[config.mk]
export PLATFORM = sky130hd
export DESIGN_NAME = align_pipe
export DESIGN_NICKNAME = d
export VERILOG_FILES = /design/src/rtl/align_pipe.sv
export SDC_FILE = /design/constraint.sdc
export NUM_CORES = 1
export LEC_CHECK = 0
export ABC_AREA = 1
export CAP_MARGIN = 30
export CORE_ASPECT_RATIO = 1.1
export CORE_MARGIN = 2
export CORE_UTILIZATION = 55
export CTS_CLUSTER_SIZE = 10
export DETAILED_ROUTE_END_ITERATION = 6
export HOLD_SLACK_MARGIN = 0.08
export PLACE_DENSITY = 0.81
export SLEW_MARGIN = 10
export SYNTH_ARGS = -nofsm -noshare
export SYNTH_HDL_FRONTEND = slang
export SYNTH_SLANG_ARGS = --single-unit
[constraint.sdc]
create_clock -name clk -period 2.6 [get_ports clk]
set_clock_uncertainty 0.15 [all_clocks]
set_input_delay 0.26 -clock clk [delete_from_list [all_inputs] [get_ports clk]]
set_output_delay 0.26 -clock clk [all_outputs]
set_load 0.05 [all_outputs]
[src/rtl/align_pipe.sv]
// Two-stage floating-point operand aligner: stage 1 decodes, orders and swaps the pair,
// stage 2 right-shifts the smaller mantissa with sticky and flags exact cancellation.
module align_pipe #(
  parameter int EXP_W = 5,
  parameter int MAN_W = 10,
  parameter int GRD_W = 3
) (
  input  logic                     clk,
  input  logic                     rst_n,
  input  logic                     in_valid,
  output logic                     in_ready,
  input  logic                     op_sub,
  input  logic [EXP_W+MAN_W:0]     in_a,
  input  logic [EXP_W+MAN_W:0]     in_b,
  output logic                     out_valid,
  input  logic                     out_ready,
  output logic                     sign_big,
  output logic                     sign_small,
  output logic [MAN_W+GRD_W:0]     man_big,
  output logic [MAN_W+GRD_W:0]     man_small,
  output logic [EXP_W-1:0]         exp_out,
  output logic                     swapped,
  output logic                     eff_sub,
  output logic                     cancel
);

  localparam int AW = MAN_W + 1 + GRD_W;
  localparam logic [31:0] AW_U = 32'(AW);

  logic en;

  logic sa, sb, swap;
  logic [EXP_W-1:0] ea, eb;
  logic [AW-1:0] ma, mb;

  logic s1_valid_q, s1_valid_d;
  logic s1_sign_big_q, s1_sign_big_d;
  logic s1_sign_small_q, s1_sign_small_d;
  logic [EXP_W-1:0] s1_exp_big_q, s1_exp_big_d;
  logic [EXP_W-1:0] s1_exp_small_q, s1_exp_small_d;
  logic [AW-1:0] s1_man_big_q, s1_man_big_d;
  logic [AW-1:0] s1_man_small_q, s1_man_small_d;
  logic s1_swapped_q, s1_swapped_d;

  logic [EXP_W-1:0] shift_d;
  logic [31:0] shift_ext;
  logic [AW-1:0] shifted, lost_mask, aligned;
  logic sticky, is_cancel, is_zero;

  logic out_valid_q, out_valid_d;
  logic sign_big_q, sign_big_d;
  logic sign_small_q, sign_small_d;
  logic [AW-1:0] man_big_q, man_big_d;
  logic [AW-1:0] man_small_q, man_small_d;
  logic [EXP_W-1:0] exp_out_q, exp_out_d;
  logic swapped_q, swapped_d;
  logic eff_sub_q, eff_sub_d;
  logic cancel_q, cancel_d;

  assign en       = !out_valid_q || out_ready;
  assign in_ready = en;

  // Denormals use effective exponent 1 with a zero hidden bit.
  always_comb begin
    sa   = in_a[EXP_W+MAN_W];
    sb   = in_b[EXP_W+MAN_W] ^ op_sub;
    ea   = (in_a[EXP_W+MAN_W-1:MAN_W] == '0) ? EXP_W'(1) : in_a[EXP_W+MAN_W-1:MAN_W];
    eb   = (in_b[EXP_W+MAN_W-1:MAN_W] == '0) ? EXP_W'(1) : in_b[EXP_W+MAN_W-1:MAN_W];
    ma   = {|in_a[EXP_W+MAN_W-1:MAN_W], in_a[MAN_W-1:0], {GRD_W{1'b0}}};
    mb   = {|in_b[EXP_W+MAN_W-1:MAN_W], in_b[MAN_W-1:0], {GRD_W{1'b0}}};
    swap = (eb > ea) || ((eb == ea) && (mb > ma));
  end

  always_comb begin
    s1_valid_d      = s1_valid_q;
    s1_sign_big_d   = s1_sign_big_q;
    s1_sign_small_d = s1_sign_small_q;
    s1_exp_big_d    = s1_exp_big_q;
    s1_exp_small_d  = s1_exp_small_q;
    s1_man_big_d    = s1_man_big_q;
    s1_man_small_d  = s1_man_small_q;
    s1_swapped_d    = s1_swapped_q;
    if (en) begin
      s1_valid_d      = in_valid;
      s1_swapped_d    = swap;
      s1_sign_big_d   = swap ? sb : sa;
      s1_sign_small_d = swap ? sa : sb;
      s1_exp_big_d    = swap ? eb : ea;
      s1_exp_small_d  = swap ? ea : eb;
      s1_man_big_d    = swap ? mb : ma;
      s1_man_small_d  = swap ? ma : mb;
    end
  end

  // Bits shifted out of the small mantissa fold into its LSB.
  always_comb begin
    shift_d   = s1_exp_big_q - s1_exp_small_q;
    shift_ext = 32'(shift_d);
    shifted   = s1_man_small_q >> shift_d;
    lost_mask = ~({AW{1'b1}} << shift_d);
    sticky    = |(s1_man_small_q & lost_mask);
    if (shift_ext >= AW_U) aligned = {{(AW-1){1'b0}}, |s1_man_small_q};
    else                   aligned = {shifted[AW-1:1], shifted[0] | sticky};
    is_zero   = (s1_man_big_q == '0);
    is_cancel = (s1_sign_big_q != s1_sign_small_q) && (shift_d == '0) &&
                (s1_man_big_q == s1_man_small_q);
  end

  always_comb begin
    out_valid_d  = out_valid_q;
    sign_big_d   = sign_big_q;
    sign_small_d = sign_small_q;
    man_big_d    = man_big_q;
    man_small_d  = man_small_q;
    exp_out_d    = exp_out_q;
    swapped_d    = swapped_q;
    eff_sub_d    = eff_sub_q;
    cancel_d     = cancel_q;
    if (en) begin
      out_valid_d  = s1_valid_q;
      sign_big_d   = s1_sign_big_q;
      sign_small_d = s1_sign_small_q;
      man_big_d    = s1_man_big_q;
      man_small_d  = aligned;
      exp_out_d    = (is_zero || is_cancel) ? '0 : s1_exp_big_q;
      swapped_d    = s1_swapped_q;
      eff_sub_d    = s1_sign_big_q != s1_sign_small_q;
      cancel_d     = is_cancel;
    end
  end

  always_ff @(posedge clk or negedge rst_n) begin
    if (!rst_n) begin
      s1_valid_q      <= 1'b0;
      s1_sign_big_q   <= 1'b0;
      s1_sign_small_q <= 1'b0;
      s1_exp_big_q    <= '0;
      s1_exp_small_q  <= '0;
      s1_man_big_q    <= '0;
      s1_man_small_q  <= '0;
      s1_swapped_q    <= 1'b0;
      out_valid_q     <= 1'b0;
      sign_big_q      <= 1'b0;
      sign_small_q    <= 1'b0;
      man_big_q       <= '0;
      man_small_q     <= '0;
      exp_out_q       <= '0;
      swapped_q       <= 1'b0;
      eff_sub_q       <= 1'b0;
      cancel_q        <= 1'b0;
    end else begin
      s1_valid_q      <= s1_valid_d;
      s1_sign_big_q   <= s1_sign_big_d;
      s1_sign_small_q <= s1_sign_small_d;
      s1_exp_big_q    <= s1_exp_big_d;
      s1_exp_small_q  <= s1_exp_small_d;
      s1_man_big_q    <= s1_man_big_d;
      s1_man_small_q  <= s1_man_small_d;
      s1_swapped_q    <= s1_swapped_d;
      out_valid_q     <= out_valid_d;
      sign_big_q      <= sign_big_d;
      sign_small_q    <= sign_small_d;
      man_big_q       <= man_big_d;
      man_small_q     <= man_small_d;
      exp_out_q       <= exp_out_d;
      swapped_q       <= swapped_d;
      eff_sub_q       <= eff_sub_d;
      cancel_q        <= cancel_d;
    end
  end

  assign out_valid  = out_valid_q;
  assign sign_big   = sign_big_q;
  assign sign_small = sign_small_q;
  assign man_big    = man_big_q;
  assign man_small  = man_small_q;
  assign exp_out    = exp_out_q;
  assign swapped    = swapped_q;
  assign eff_sub    = eff_sub_q;
  assign cancel     = cancel_q;

endmodule

==> results.json, run 1 <==
{
  "status": "complete, no violations",
  "maxSlewHeadroom": 0.502,
  "place_area_um2": 5580,
  "clkLatencyLatePin_ns": 0.34,
  "maxSlewViolCount": 0,
  "regToRegEndpoint": "exp_out[2]$_DFFE_PN0P_",
  "synth_cells": 675,
  "drt_wl_total_mm": 11.2,
  "syn_to_final_growth_pct": 19.7,
  "avgSynthCellArea_um2": 7.20,
  "fp.dieH_um": 103,
  "reg2regPathDepth": 12,
  "r2r-start": "s1_exp_big_q[0]$_DFFE_PN0P_",
  "synth.ff_latch_count": 72,
  "cts-root-buf": "clkbuf_8",
  "grt_max_degree": 81,
  "r2r_slack_ns": 0.17,
  "grt_pass1_vias": 4096,
  "ys_seq_area_frac": 0.371,
  "setup_viol_count_final": 0,
  "fin_ws_ns": 0.168,
  "ir_drop_mv": 0.364,
  "antenna_found_initial": 0,
  "rsz0062_at_grt": "false",
  "io_pins": 77,
  "gr-total-overflow": 0,
  "place_hpwl_mm": 8.58,
  "cp_slowest_cell": "fa_2",
  "holdPathEnd": "out_valid$_DFFE_PN0P_",
  "cts_tree": "built",
  "clock_sinks": 72,
  "dieArea_um2": 9600,
  "post-place-ws_ns": -0.0530,
  "hold_violations": 0,
  "synth_cell_types": 40,
  "power_density_nw_per_um2": 913,
  "finalPower_mw": 5.31,
  "syn-cell-area_um2": 4860,
  "yosys-top-cells-area": "dfrtp_1, nand2_1, nand3_1",
  "nets": 795,
  "hold_path_class": "reg2reg",
  "wl_per_cell_um": 13.2,
  "synth.most_common_cell": "nand2_1",
  "max_cap_violations": 0,
  "synth-main-ff-cell": "dfrtp_1",
  "worst_setup_path_start_kind": "flip-flop",
  "clkTransAtPathRegs_ns": 0.07,
  "grt_pass1_wl_mm": 19.1,
  "row_count": 35,
  "total_leakage_power_nw": 2.98,
  "initial_core_util": 0.572,
  "track_usage": 0.247,
  "cp_cell_sequence": "inv_1 -> ha_1 -> fa_2 -> nand2_2 -> inv_2 -> o21ai_1 -> nor2_1 -> nand3_1 -> nor2_1 -> nand2_2 -> nand3_1 -> nand2_1",
  "worstSetupPathType": "reg2reg",
  "async_reset_ff_frac": 1.00,
  "synth_top_area_frac": 0.371,
  "min_path_cells": 2,
  "numCtsBuffers": 9,
  "critPathMaxStageDelay_ns": 0.66,
  "worst_pin_slew_ns": 0.747,
  "synthTopCellsByCount": "nand2_1, nand3_1, inv_1",
  "fin_crit_ns": 2.43,
  "io_buffers": 73,
  "htreeDepth": 3,
  "vias": 4559,
  "yosys_warnings": 0,
  "cp_max_fo": 6,
  "drc": 0,
  "tns_ns": 0,
  "drtIter0Drc": 230,
  "crit_path_end_kind": "flip-flop",
  "gp_congestion": 0.899,
  "diodes": 0,
  "fin_crit_sh": 0.935,
  "max_freq_ghz": 0.411,
  "detail-route-antenna-nets": 0,
  "min-delay-start": "s1_valid_q$_DFFE_PN0P_",
  "avgViaCountPerCell": 5.34,
  "clock_path_buffers": 2,
  "drive_above_1_share": 0.0984,
  "yosys.area.top_type": "dfrtp_1",
  "synth_enable_flop_cells": 0,
  "design_area_um2": 5820,
  "cp.arrival_ns": 2.52,
  "coreArea_um2": 8500,
  "fin_util": 0.685,
  "dr.pass1.iters": 5,
  "cp.required_ns": 2.69,
  "chipWidth_um": 93.6
}
cells by family (layout without fill, tap and decap cells):
| kind of cell | count (synthesis) | count (layout) | share of synthesized area |
|---|---|---|---|
| compound gates | 75 | 75 | 0.0850 |
| xor+xnor | 8 | 8 | 0.0144 |
| fa+ha+maj | 21 | 21 | 0.0556 |
| buf+inv | 117 | 182 | 0.117 |
| flops | 72 | 72 | 0.371 |
| other cells | 1 | 3 | 0.000772 |
| simple gates | 381 | 381 | 0.356 |
stage by stage:
step / std cells / hold WS [ns]
floorplan: 677 / -0.186
global placement: 833 / 0.169
detailed placement: 833 / 0.186
CTS: 850 / 0.313
global route: 853 / 0.324
finish: 853 / 0.303
routing by layer:
| layer | vias to the layer above | global-route usage | wire length (um) |
|---|---|---|---|
| met3 | 14 | 0.0292 | 493 |
| met4 | 0 | 0.0658 | 151 |
| met2 | 143 | 0.428 | 5520 |
| met5 | - | 0 | 0 |
| li1 | 2283 | - | - |
| met1 | 2119 | 0.333 | 5070 |
worst max-delay path: cells and delay by family, from the launching register on:
kind / cells / cell delay, ns
compound gates: 1 / 0.06
fa+ha+maj: 2 / 0.89
buf+inv: 2 / 0.14
flops: 1 / 0.36
simple gates: 7 / 0.73
power by group:
part	switching [mW]	internal [mW]	total [mW]
Sequential	0.216	1.38	1.60
Clock	0.416	0.468	0.884
Combinational	1.85	0.976	2.83
sequential cells by signal, summed over array words and instances (netlist names), 5 cells and up:
name / cells
man_small: 14
exp_out: 5
s1_exp_small_q: 5
s1_man_small_q: 11
s1_exp_big_q: 5
man_big: 11
s1_man_big_q: 11
final cells by class:
cell class              count  area, um^2
well taps                 111         139
multi-input cells         488        2500
flip-flops and latches     72        1800
clock inverters             5        56.3
fillers                   732        2680
clock buffers              11         141
repair buffers             87         885
inverters                  79         297
worst max-delay path by stage:
stage | from | to
6_report | s1_exp_big_q[0]$_DFFE_PN0P_ | exp_out[2]$_DFFE_PN0P_
2_1_floorplan | s1_exp_big_q[0]$_DFFE_PN0P_ | man_small[0]$_DFFE_PN0P_
5_1_grt | s1_exp_big_q[0]$_DFFE_PN0P_ | exp_out[0]$_DFFE_PN0P_
3_3_place_gp | in_b[13] | s1_exp_big_q[2]$_DFFE_PN0P_
3_5_place_dp | in_b[13] | s1_exp_big_q[2]$_DFFE_PN0P_
4_1_cts | s1_exp_big_q[0]$_DFFE_PN0P_ | man_small[0]$_DFFE_PN0P_
layout by cell type, fill, tap and decap left out, types with 2 or more instances in the layout:
cell             Yosys  layout
nor2_1              28      28
nand2_2             25      25
nand2_4              2       2
clkbuf_8             2      10
nand2_8              2       2
ha_1                20      20
nand2_1            205     205
o21ai_0             31      31
conb_1               1       3
nor2_2               2       2
buf_12               0       4
a31oi_1              3       3
o22ai_1              2       2
clkdlybuf4s50_1      0      71
nor3_1               4       4
inv_1               74      74
o21ai_1             11      11
nand4_1              6       6
dfrtp_1             72      72
clkinv_2             0       2
nand3_1            101     101
nor4_1               2       2
a21oi_1             20      20
buf_4                6       9
inv_2                5       5
o211ai_1             2       2
xor2_1               4       4
xnor2_1              4       4
what timing repair did:
action,CTS,global route
endpoints found under the setup margin,0,1
hold buffers,1,0
endpoints found under the hold margin,28,0
gates resized for setup,0,2
setup buffers,0,3
(Power assumes the default switching activity.)
==> inputs of run 2 (changes only) <==
Settings changed: ABC_AREA 1 to default, CORE_UTILIZATION 55 to 54, PLACE_DENSITY 0.81 to 0.8.
==> run 2 against run 1 <==
  * Utilization up 10 points
  * Final area up 7.1%
  * Register-to-register slack worse by 0.15 ns
  * Sequential power about the same
  * Total power up 3.4%
  * Critical endpoint is now exp_out[0]$_DFFE_PN0P_
==> results.json, run 2 <==
{
  "synth.ff_latch_count": 72,
  "synth.most_common_cell": "nand2_1",
  "max_cap_violations": 0,
  "async_reset_ff_frac": 1.00,
  "dr.pass1.iters": 5,
  "grtUsageMet1": 0.369,
  "cp_max_fo": 5,
  "syn_to_final_growth_pct": 40.9,
  "synthTopCellsByCount": "nand2_1, dfrtp_1, o21ai_0",
  "synth_compound_area_frac": 0.219,
  "maxSlewHeadroom": 0.403,
  "status": "complete, no violations",
  "initial_core_util": 0.559,
  "synth_adder_area_share": 0.0611,
  "maxSlewViolCount": 0,
  "syn-cell-area_um2": 4420,
  "cp.required_ns": 2.70,
  "grt_pass1_vias": 4356,
  "cts-root-buf": "clkbuf_8",
  "numCtsBuffers": 9,
  "yosys.area_share.xor_xnor": 0.0354,
  "crit_path_end_kind": "flip-flop",
  "synthMuxAreaShare": 0.0521,
  "fin_crit_sh": 0.995,
  "track_usage": 0.291,
  "gp_congestion": 0.869,
  "worst_setup_path_start_kind": "flip-flop",
  "worstSetupPathType": "reg2reg",
  "dieArea_um2": 8930,
  "clock_sinks": 72,
  "hold_violations": 0,
  "htreeDepth": 3,
  "grt_max_degree": 73,
  "wl_per_cell_um": 18.0,
  "cp.arrival_ns": 2.69,
  "drt_wl_total_mm": 13.6,
  "rsz0062_at_grt": "true",
  "max_freq_ghz": 0.387,
  "design_area_um2": 6230,
  "synth-main-ff-cell": "dfrtp_1",
  "yosys.area.top_type": "dfrtp_1",
  "gr-total-overflow": 0,
  "fin_util": 0.787,
  "final_common_cell": "nand2_1",
  "largest_reg_flops": 14,
  "power_density_nw_per_um2": 881,
  "use_met3": 0.0428,
  "antenna_found_initial": 0,
  "synth_cell_types": 52,
  "hold_path_class": "in2reg",
  "met2_usage": 0.492,
  "worst_pin_slew_ns": 0.884,
  "row_count": 34,
  "clkLatencyLatePin_ns": 0.35,
  "avgSynthCellArea_um2": 8.52,
  "synth_enable_flop_cells": 0,
  "place_hpwl_mm": 9.28,
  "finalPower_mw": 5.49,
  "synth_top_family_by_area": "compound AO/OA/AOI/OAI gates",
  "vias": 4523,
  "drive_above_1_share": 0.214,
  "avgViaCountPerCell": 6.01,
  "yosys-top-cells-area": "dfrtp_1, nand2_1, ha_1",
  "setup_viol_count_final": 0,
  "synth_cells": 519,
  "synth_top_area_frac": 0.408,
  "cts_tree": "built",
  "tns_ns": 0,
  "grt-busiest-layer": "met2",
  "clock_path_buffers": 2,
  "grt_pass1_wl_mm": 20.9,
  "io_pins": 77,
  "total_leakage_power_nw": 2.80,
  "fp.dieH_um": 98.9,
  "chipWidth_um": 90.3,
  "io_buffers": 73,
  "detail-route-antenna-nets": 0,
  "place_area_um2": 5680,
  "drc": 0,
  "drtIter0Drc": 261,
  "fin_crit_ns": 2.59,
  "nets": 698,
  "ys_seq_area_frac": 0.408,
  "synth-simple-area-share": 0.165,
  "yosys_warnings": 0,
  "ir_drop_mv": 0.363,
  "diodes": 0,
  "coreArea_um2": 7910,
  "layout_common_cells": "nand2_1, dfrtp_1, clkdlybuf4s50_1",
  "clkTransAtPathRegs_ns": 0.08
}
run 2: logic make-up (layout without fill, tap and decap cells):
| family | after synthesis | count (layout) |
|---|---|---|
| DFF | 72 | 72 |
| muxes | 20 | 20 |
| other | 1 | 3 |
| buffers and inverters | 66 | 190 |
| and+or+nand+nor | 164 | 164 |
| xor gates and xnor gates | 17 | 17 |
| AOI/OAI and AO/OA | 158 | 158 |
| adders and majority gates | 21 | 21 |
run 2: worst paths after layout:
path                                                       end  slack (ns)  depth (start not counted)                           from
worst max-delay path                    exp_out[0]$_DFFE_PN0P_        0.01                          8  s1_exp_small_q[0]$_DFFE_PN0P_
worst min-delay path               s1_exp_big_q[1]$_DFFE_PN0P_        0.23                          4                       in_b[11]
worst max register to register          exp_out[0]$_DFFE_PN0P_        0.01                          8  s1_exp_small_q[0]$_DFFE_PN0P_
worst min register to register         man_big[12]$_DFFE_PN0P_        0.32                          2        man_big[12]$_DFFE_PN0P_
max in group asynchronous       s1_man_small_q[13]$_DFFE_PN0P_        1.67                          3                          rst_n
min in group asynchronous            man_small[13]$_DFFE_PN0P_        0.29                          3                          rst_n
run 2: area by class of cell:
type                    count  area, um^2
multi-input cells         383        2580
flip-flops and latches     72        1800
fillers                   560        1680
repair buffers            147        1410
well taps                 108         135
clock buffers              10         128
inverters                  27         101
clock inverters             6        67.6
run 2: stage by stage:
stage / std cells / setup slack (ns) / hold slack (ns)
3_5_place_dp: 721 / -0.508 / 0.166
5_1_grt: 753 / -0.0714 / 0.251
6_report: 753 / 0.0135 / 0.230
2_1_floorplan: 521 / -0.0258 / -0.186
4_1_cts: 743 / 0.00136 / 0.274
3_3_place_gp: 721 / -0.423 / 0.162
run 2: power breakdown:
group / internal [mW] / switching (mW)
Sequential: 1.37 / 0.240
Combinational: 1.22 / 1.74
Clock: 0.447 / 0.468
run 2: routing by layer:
metal	vias to the layer above	part of all wire
li1	2089	-
met1	2174	0.39
met2	223	0.51
met3	37	0.066
met4	0	0.032
met5	-	0
run 2: critical path, stage by stage (launching register included):
cell	delay (ns)
dfrtp_1	0.42
ha_4	0.18
fa_2	0.40
xnor2_4	0.15
or4_4	0.43
nor4_4	0.21
buf_4	0.17
a31oi_4	0.12
a22o_1	0.25
run 2: timing repair:
item / CTS / global route
resized for setup: 19 / 32
hold endpoints to repair: 72 / 0
cloned: 3 / 2
setup endpoints to repair: 41 / 46
hold buffers: 1 / 0
buffers inserted: 2 / 8
pin swaps: 8 / 22
